**config.mk**
```make
export PLATFORM = sky130hd
export DESIGN_NAME = ccip_batch_transmitter
export DESIGN_NICKNAME = d
export VERILOG_FILES = /design/src/rtl/ccip_batch_transmitter.sv
export SDC_FILE = /design/constraint.sdc
export NUM_CORES = 2
export LEC_CHECK = 0
export CAP_MARGIN = 20
export CORE_MARGIN = 1
export CORE_UTILIZATION = 60
export CTS_CLUSTER_DIAMETER = 150
export CTS_CLUSTER_SIZE = 24
export DETAILED_ROUTE_END_ITERATION = 7
export HOLD_SLACK_MARGIN = 0.1
export PLACE_DENSITY = 0.82
export REMOVE_ABC_BUFFERS = 1
export SLEW_MARGIN = 20
export SYNTH_ARGS = -nofsm -noshare
export SYNTH_HDL_FRONTEND = slang
export SYNTH_SLANG_ARGS = --single-unit
```
**constraint.sdc**
```tcl
create_clock -name clk -period 8.45 [get_ports clk]
set_input_delay 1.2675 -clock clk [delete_from_list [all_inputs] [get_ports clk]]
set_output_delay 1.2675 -clock clk [all_outputs]
set_load 0.05 [all_outputs]
```
**src/rtl/ccip_batch_transmitter.sv**
```systemverilog
// Batched CCI-P channel-1 transmit path. Per-flow FIFOs are drained by a round-robin
// IDLE/BATCH/FLUSH engine into eREQ_WRLINE_I write requests.
package ccip_batch_pkg;
  typedef logic [41:0]  t_ccip_clAddr;
  typedef logic [511:0] t_ccip_clData;
  typedef enum logic [1:0] {eVC_VA = 2'h0, eVC_VL0 = 2'h1, eVC_VH0 = 2'h2, eVC_VH1 = 2'h3} t_ccip_vc;
  typedef enum logic [1:0] {eCL_LEN_1 = 2'h0, eCL_LEN_2 = 2'h1, eCL_LEN_4 = 2'h3} t_ccip_clLen;
  typedef enum logic [3:0] {eREQ_WRLINE_I = 4'h0, eREQ_WRLINE_M = 4'h1, eREQ_WRPUSH_I = 4'h2,
                            eREQ_WRFENCE = 4'h4, eREQ_INTR = 4'h6} t_ccip_c1_req;

  typedef struct packed {
    t_ccip_vc     vc_sel;
    logic         sop;
    t_ccip_clLen  cl_len;
    t_ccip_c1_req req_type;
    t_ccip_clAddr address;
    logic [15:0]  mdata;
  } t_ccip_c1_ReqMemHdr;

  typedef struct packed {
    t_ccip_c1_ReqMemHdr hdr;
    t_ccip_clData       data;
    logic               valid;
  } t_if_ccip_c1_Tx;

  typedef struct packed {
    logic [31:0] rpc_id;
    logic [31:0] arg;
  } RpcIf;
endpackage

module ccip_batch_transmitter
  import ccip_batch_pkg::*;
#(
  parameter int NIC_ID            = 0,
  parameter int LMAX_NUM_OF_FLOWS = 2,
  parameter int LMAX_CCIP_BATCH   = 2,
  parameter int LFLOW_DEPTH       = 3,
  parameter int LTIMEOUT          = 16
) (
  input  logic                         clk,
  input  logic                         reset_n,
  input  logic [LMAX_NUM_OF_FLOWS-1:0] number_of_flows,
  input  t_ccip_clAddr                 tx_base_addr,
  input  logic [LMAX_CCIP_BATCH-1:0]   l_tx_batch_size,
  input  logic [LTIMEOUT-1:0]          batch_timeout,
  input  logic                         start,
  input  RpcIf                         rpc_in,
  input  logic                         rpc_in_valid,
  input  logic [LMAX_NUM_OF_FLOWS-1:0] rpc_flow_id_in,
  output logic                         ccip_tx_ready,
  input  logic                         sRx_c1TxAlmFull,
  output t_if_ccip_c1_Tx               sTx_c1,
  output logic                         pdrop_tx_flows_out,
  output logic [31:0]                  tx_drop_cnt,
  output logic [31:0]                  tx_flush_cnt,
  output logic [1:0]                   dbg_state_o
);
  localparam int MAX_FLOWS = 2 ** LMAX_NUM_OF_FLOWS;
  localparam int DEPTH     = 2 ** LFLOW_DEPTH;
  localparam logic [1:0] S_IDLE = 2'd0, S_BATCH = 2'd1, S_FLUSH = 2'd2;

  typedef logic [LFLOW_DEPTH:0]         occ_t;
  typedef logic [LFLOW_DEPTH-1:0]       ptr_t;
  typedef logic [LMAX_NUM_OF_FLOWS-1:0] flow_t;
  typedef logic [LTIMEOUT-1:0]          age_t;
  typedef logic [LMAX_CCIP_BATCH-1:0]   lb_t;

  // NIC_ID only tags simulation messages; nothing in the datapath depends on it.
  if (NIC_ID < 0) begin : g_nic_id_unused
  end

  RpcIf  mem_q [MAX_FLOWS][DEPTH];
  ptr_t  wr_ptr_q [MAX_FLOWS];
  ptr_t  rd_ptr_q [MAX_FLOWS];
  occ_t  occ_q [MAX_FLOWS];
  age_t  age_q [MAX_FLOWS];
  logic [1:0] state_q, state_d;
  flow_t rr_q, rr_d, rr_next;
  occ_t  n_q, n_d, k_q, k_d;
  logic  sel, flush_sel, pop_en, push_en, drop;
  logic [MAX_FLOWS-1:0] push_vec, pop_vec;
  lb_t   lb;
  occ_t  b_size;
  t_ccip_clLen cl_len_b;
  t_ccip_c1_ReqMemHdr pop_hdr, p1_hdr_q;
  RpcIf  p1_pay_q;
  logic  p1_valid_q, pdrop_q;
  t_if_ccip_c1_Tx tx_d, tx_q;
  logic [31:0] drop_cnt_q, flush_cnt_q;

  always_comb begin
    lb = l_tx_batch_size;
    if (int'(l_tx_batch_size) > LMAX_CCIP_BATCH) lb = lb_t'(LMAX_CCIP_BATCH);
    b_size = occ_t'(1) << lb;
    case (int'(lb))
      0:       cl_len_b = eCL_LEN_1;
      1:       cl_len_b = eCL_LEN_2;
      default: cl_len_b = eCL_LEN_4;
    endcase
  end

  // A full FIFO drops even if it is being popped in the same cycle.
  always_comb begin
    push_en = start && rpc_in_valid && (rpc_flow_id_in <= number_of_flows)
              && (occ_q[rpc_flow_id_in] != occ_t'(DEPTH));
    drop    = start && rpc_in_valid && !push_en;
    pop_en  = (state_q != S_IDLE);
    for (int f = 0; f < MAX_FLOWS; f++) begin
      push_vec[f] = push_en && (rpc_flow_id_in == flow_t'(f));
      pop_vec[f]  = pop_en && (rr_q == flow_t'(f));
    end
  end

  always_comb begin
    rr_next   = (rr_q == number_of_flows) ? '0 : rr_q + flow_t'(1);
    state_d   = state_q;
    rr_d      = rr_q;
    n_d       = n_q;
    k_d       = k_q;
    sel       = 1'b0;
    flush_sel = 1'b0;
    case (state_q)
      S_IDLE: begin
        if (!sRx_c1TxAlmFull) begin
          if (occ_q[rr_q] >= b_size) begin
            state_d = S_BATCH;
            n_d     = b_size;
            k_d     = '0;
            sel     = 1'b1;
          end else if (batch_timeout != '0 && occ_q[rr_q] != '0 && age_q[rr_q] >= batch_timeout) begin
            state_d   = S_FLUSH;
            n_d       = occ_q[rr_q];
            k_d       = '0;
            sel       = 1'b1;
            flush_sel = 1'b1;
          end else begin
            rr_d = rr_next;
          end
        end
      end
      default: begin
        k_d = k_q + occ_t'(1);
        if (k_q == n_q - occ_t'(1)) begin
          state_d = S_IDLE;
          rr_d    = rr_next;
        end
      end
    endcase
  end

  always_comb begin
    pop_hdr          = '0;
    pop_hdr.req_type = eREQ_WRLINE_I;
    pop_hdr.vc_sel   = eVC_VH0;
    pop_hdr.address  = tx_base_addr + (t_ccip_clAddr'(rr_q) << lb) + t_ccip_clAddr'(k_q);
    pop_hdr.sop      = (state_q == S_FLUSH) || (k_q == '0);
    pop_hdr.cl_len   = (state_q == S_FLUSH) ? eCL_LEN_1 : cl_len_b;
    tx_d = '0;
    if (p1_valid_q) begin
      tx_d.valid                   = 1'b1;
      tx_d.hdr                     = p1_hdr_q;
      tx_d.data[$bits(RpcIf)-1:0] = p1_pay_q;
    end
  end

  always_ff @(posedge clk) begin
    if (push_en) mem_q[rpc_flow_id_in][wr_ptr_q[rpc_flow_id_in]] <= rpc_in;
  end

  always_ff @(posedge clk) begin
    if (!reset_n) begin
      for (int f = 0; f < MAX_FLOWS; f++) begin
        wr_ptr_q[f] <= '0;
        rd_ptr_q[f] <= '0;
        occ_q[f]    <= '0;
        age_q[f]    <= '0;
      end
    end else begin
      for (int f = 0; f < MAX_FLOWS; f++) begin
        if (push_vec[f]) wr_ptr_q[f] <= wr_ptr_q[f] + ptr_t'(1);
        if (pop_vec[f])  rd_ptr_q[f] <= rd_ptr_q[f] + ptr_t'(1);
        if (push_vec[f] && !pop_vec[f])      occ_q[f] <= occ_q[f] + occ_t'(1);
        else if (!push_vec[f] && pop_vec[f]) occ_q[f] <= occ_q[f] - occ_t'(1);
        if (occ_q[f] == '0 || (sel && rr_q == flow_t'(f))) age_q[f] <= '0;
        else if (age_q[f] != '1)                           age_q[f] <= age_q[f] + age_t'(1);
      end
    end
  end

  // Two-stage output: FIFO read register, then the registered CCI-P request.
  always_ff @(posedge clk) begin
    if (!reset_n) begin
      state_q     <= S_IDLE;
      rr_q        <= '0;
      n_q         <= '0;
      k_q         <= '0;
      p1_valid_q  <= 1'b0;
      p1_hdr_q    <= '0;
      p1_pay_q    <= '0;
      tx_q        <= '0;
      pdrop_q     <= 1'b0;
      drop_cnt_q  <= '0;
      flush_cnt_q <= '0;
    end else begin
      state_q    <= state_d;
      rr_q       <= rr_d;
      n_q        <= n_d;
      k_q        <= k_d;
      p1_valid_q <= pop_en;
      if (pop_en) begin
        p1_hdr_q <= pop_hdr;
        p1_pay_q <= mem_q[rr_q][rd_ptr_q[rr_q]];
      end
      tx_q    <= tx_d;
      pdrop_q <= drop;
      if (drop && drop_cnt_q != '1)       drop_cnt_q  <= drop_cnt_q + 32'd1;
      if (flush_sel && flush_cnt_q != '1) flush_cnt_q <= flush_cnt_q + 32'd1;
    end
  end

  assign ccip_tx_ready      = ~sRx_c1TxAlmFull;
  assign sTx_c1             = tx_q;
  assign pdrop_tx_flows_out = pdrop_q;
  assign tx_drop_cnt        = drop_cnt_q;
  assign tx_flush_cnt       = flush_cnt_q;
  assign dbg_state_o        = state_q;
endmodule

```
==> summary.txt <==
CTS
  – H-tree depth: 3
  – CTS tree: done
  – Root Driver: clkbuf_16
  – Worst-path clk slew: 0.09 ns
  – Hold_buf cts: 0
  – Clock Path Buffers: 3
  – Clock Latency Late Sink: 0.82 ns
  – Resized cells post-CTS: 0
  – Num CTS Buffers: 112
  – Setup bufs post-CTS: 0
  – Clock tree sinks: 2453

STA
  – Least-Margin Pin Slew: 1.185 ns
  – Hold Fails Final Rpt: 0
  – Fin crit period: 5.636 ns
  – Peak Freq: 177.4 MHz
  – Fin. max-slew vios: 0
  – Setup violation total in the final timing report: 0
  – Sum Neg Setup Slack: 0 ns
  – Crit share post-route: 66.69%
  – Rel. slew slack: 20.72%
  – Clock skew: 0.05385 ns
  – RSZ-0062 raised after global routing: false

Critical path
  – CP max FO: 27
  – Top Family by Delay on Critical Path: simple AND/OR/NAND/NOR gates
  – Slowest cell on crit path: nor2_4
  – Worst path bufs/invs: 2
  – Critical path's largest stage delay: 0.90 ns
  – Worst setup EP type: flop
  – CP startpoint kind: input port
  – Cell-by-cell trace of the critical path: clkdlybuf4s50_1, ha_1, nor2b_1, o21ai_0, o2111a_1, nor2b_1, nand3_1, nor2_4, buf_4
  – Arrival @ worst endpoint: 6.07 ns
  – Type of the worst setup path: in2reg
  – Worst EP required: 8.89 ns
  – R2R depth: 10
  – Worst reg-to-reg setup slack: 3.42 ns
  – Most used cell along the critical path: nor2b_1
  – RR Endpoint: p1_pay_q[23]$_SDFFE_PN0N_

Synth
  – Syn. warnings: 0
  – Top cells by area, synth: edfxtp_1 64%, dfxtp_1 6.0%, mux2i_1 4.5%
  – Synthesized area: 101200 um^2
  – Unique masters post-synth: 72
  – Post-synthesis area per instance: 14.81 um^2
  – Most frequent cell after synthesis: edfxtp_1
  – Top cells by count, synth: 2152 x edfxtp_1, 765 x nand2_1, 486 x buf_4, 459 x mux2i_1, 301 x dfxtp_1
  – Ys async rst share: 0%
  – Register bit total from synthesis: 2453
  – Top_reg_cell synth: edfxtp_1
  – Mapped Cells: 6836
  – Post-synth EDFFs: 2152
  – Seq/Total Area, Yosys: 69.80%
  – Yosys top cell by area: edfxtp_1
  – Synth top area share: 63.85%

Pwr
  – Power Total: 24.16 mW
  – P per Cell Area: 222.2 nW/um^2
  – Power share of the clock group: 26.0%
  – Sequential fraction of design power: 56.0%
  – Logic pwr share: 18.0%
  – Leak: 36.44 nW
  – P_int: 17.22 mW
  – Switching share of total power: 28.73%
  – Peak VDD IR: 0.2150 mV
  – NetSw: 6.939 mW

Placement
  – Placed insts: 9113
  – DP HPWL: 158.8 mm
  – GP Congestion: 0.8828
  – I/O Buffers: 311

Floorplan
  – Full die area: 170300 um^2
  – Num rows: 150
  – Die width: 412.7 um
  – Die height: 412.7 um
  – Starting Density: 60.46%
  – Core Region: 167400 um^2
  – Top-Level Pins: 781

Detailed routing
  – WL final: 270.1 mm
  – Via/cell ratio: 6.501
  – Drt first pass iters: 8
  – Vias: 60730
  – WL/cell: 28.91 um
  – DRT iter0 DRCs: 8913
  – DRC viols: 0
  – Post-route ant nets: 0

Min path
  – Hold Path Sink: p1_hdr_q[20]$_SDFFE_PN0N_
  – WHS Path Cells: 2
  – Hold Crit Start: p1_hdr_q[20]$_SDFFE_PN0N_
  – Min-delay worst type: reg2reg

Global routing
  – Vias in the first global route: 58350
  – Gr usage total: 31.21%
  – Largest net degree at the start of global routing: 140
  – Grt ovf: 0
  – First-pass GRT wire length: 387.4 mm
  – Initial antenna violation count: 28

Layout
  – Share of cells above drive strength 1: 8.000%
  – Synth-to-Final Area Change: 7.417%
  – NumNets Final: 7224
  – Post-Layout Cell Count: 9342

Status
  – Status: completed

Run
  – Max cap viols: 0
-- area by class of cell --
| class | instances | area [um^2] |
|---|---|---|
| Clock buffer | 206 | 3198 |
| Fill cell | 11220 | 58690 |
| Antenna cell | 13 | 32.53 |
| Sequential cell | 2453 | 70660 |
| Timing Repair Buffer | 449 | 4395 |
| Tap cell | 2204 | 2758 |
| Inverter | 67 | 257.7 |
| Clock inverter | 7 | 127.6 |
| Multi-Input combinational cell | 3943 | 27290 |
-- worst max-delay path by stage --
stage | startpoint | endpoint | cells after the start | slack, ns
after floorplan | rd_ptr_q[3][0]$_SDFFCE_PN0P_ | p1_pay_q[25]$_SDFFE_PN0N_ | 7 | -10.53
after global placement | rpc_flow_id_in[1] | mem_q[0][101]$_DFFE_PP_ | 9 | 2.33
after detailed placement | rpc_flow_id_in[1] | mem_q[0][101]$_DFFE_PP_ | 9 | 2.23
after CTS | rpc_flow_id_in[1] | mem_q[0][67]$_DFFE_PP_ | 9 | 3.06
after global routing | rpc_flow_id_in[1] | mem_q[2][101]$_DFFE_PP_ | 9 | 2.76
final | rpc_flow_id_in[1] | mem_q[2][101]$_DFFE_PP_ | 9 | 2.81
-- power by group through the flow --
stage | combinational, mW | clock, mW | sequential (mW)
CTS | 4.25 | 6.28 | 13.5
global placement | 4.11 | 0 | 13.8
finish | 4.35 | 6.27 | 13.5
floorplan | 2.98 | 0 | 13.8
global route | 4.54 | 6.68 | 13.5
detailed placement | 4.21 | 0 | 13.8
-- registers in the layout, indices dropped and copies added, names as in the netlist, 12 cells and up, named ones only --
register,count
tx_flush_cnt,32
rd_ptr_q,12
wr_ptr_q,12
mem_q,2048
tx_drop_cnt,32
occ_q,16
p1_hdr_q,46
p1_pay_q,64
sTx_c1,111
age_q,64
-- through the flow --
stage | instance area [um^2] | hold WS, ns | util (%) | worst slack, ns
global placement | 105400 | 0.4286 | 62.95 | 2.326
detailed placement | 105400 | 0.4405 | 62.98 | 2.234
CTS | 108800 | 0.4540 | 64.96 | 3.062
global route | 108700 | 0.4698 | 64.93 | 2.761
finish | 108700 | 0.4550 | 64.94 | 2.814
floorplan | 97840 | 0.4114 | - | -10.53
-- logic make-up after synthesis --
group | synth area share, %
compound gates | 5.950
xor+xnor | 1.324
mux | 8.881
flops | 69.80
fa+ha+maj | 0.8629
simple gates | 7.851
buf+inv | 5.321
other cells | 0.007420
-- layout by cell type, fill, tap and decap left out, types with 51 or more instances in the layout --
cell type,instances
mux4_2,185
nor2b_1,133
conb_1,471
xnor2_1,65
nand2_1,762
o21ai_0,125
a211oi_1,175
a21oi_1,208
clkdlybuf4s50_1,276
o22ai_1,57
xor2_1,88
clkbuf_1,92
a311oi_1,84
buf_4,106
and3_1,145
mux2i_1,456
inv_1,64
dfxtp_1,298
nor4_1,54
clkbuf_16,114
nand4_1,51
edfxtp_1,2152
nand3_1,149
nor2_1,217
ha_1,57
-- metal layers --
layer,up-vias,share of wire (%),GRT usage [%]
met3,672,14,7.228
met4,18,4.1,12.52
met1,30060,35,41.53
li1,25280,-,-
met2,4694,48,49.96
met5,-,0.050,0
-- tightest hold or removal path, stage by stage (launching register included) --
cell,delay (ns)
dfxtp_1,0.32
nand2_1,0.05
a21oi_1,0.05
(Power assumes the default switching activity.)
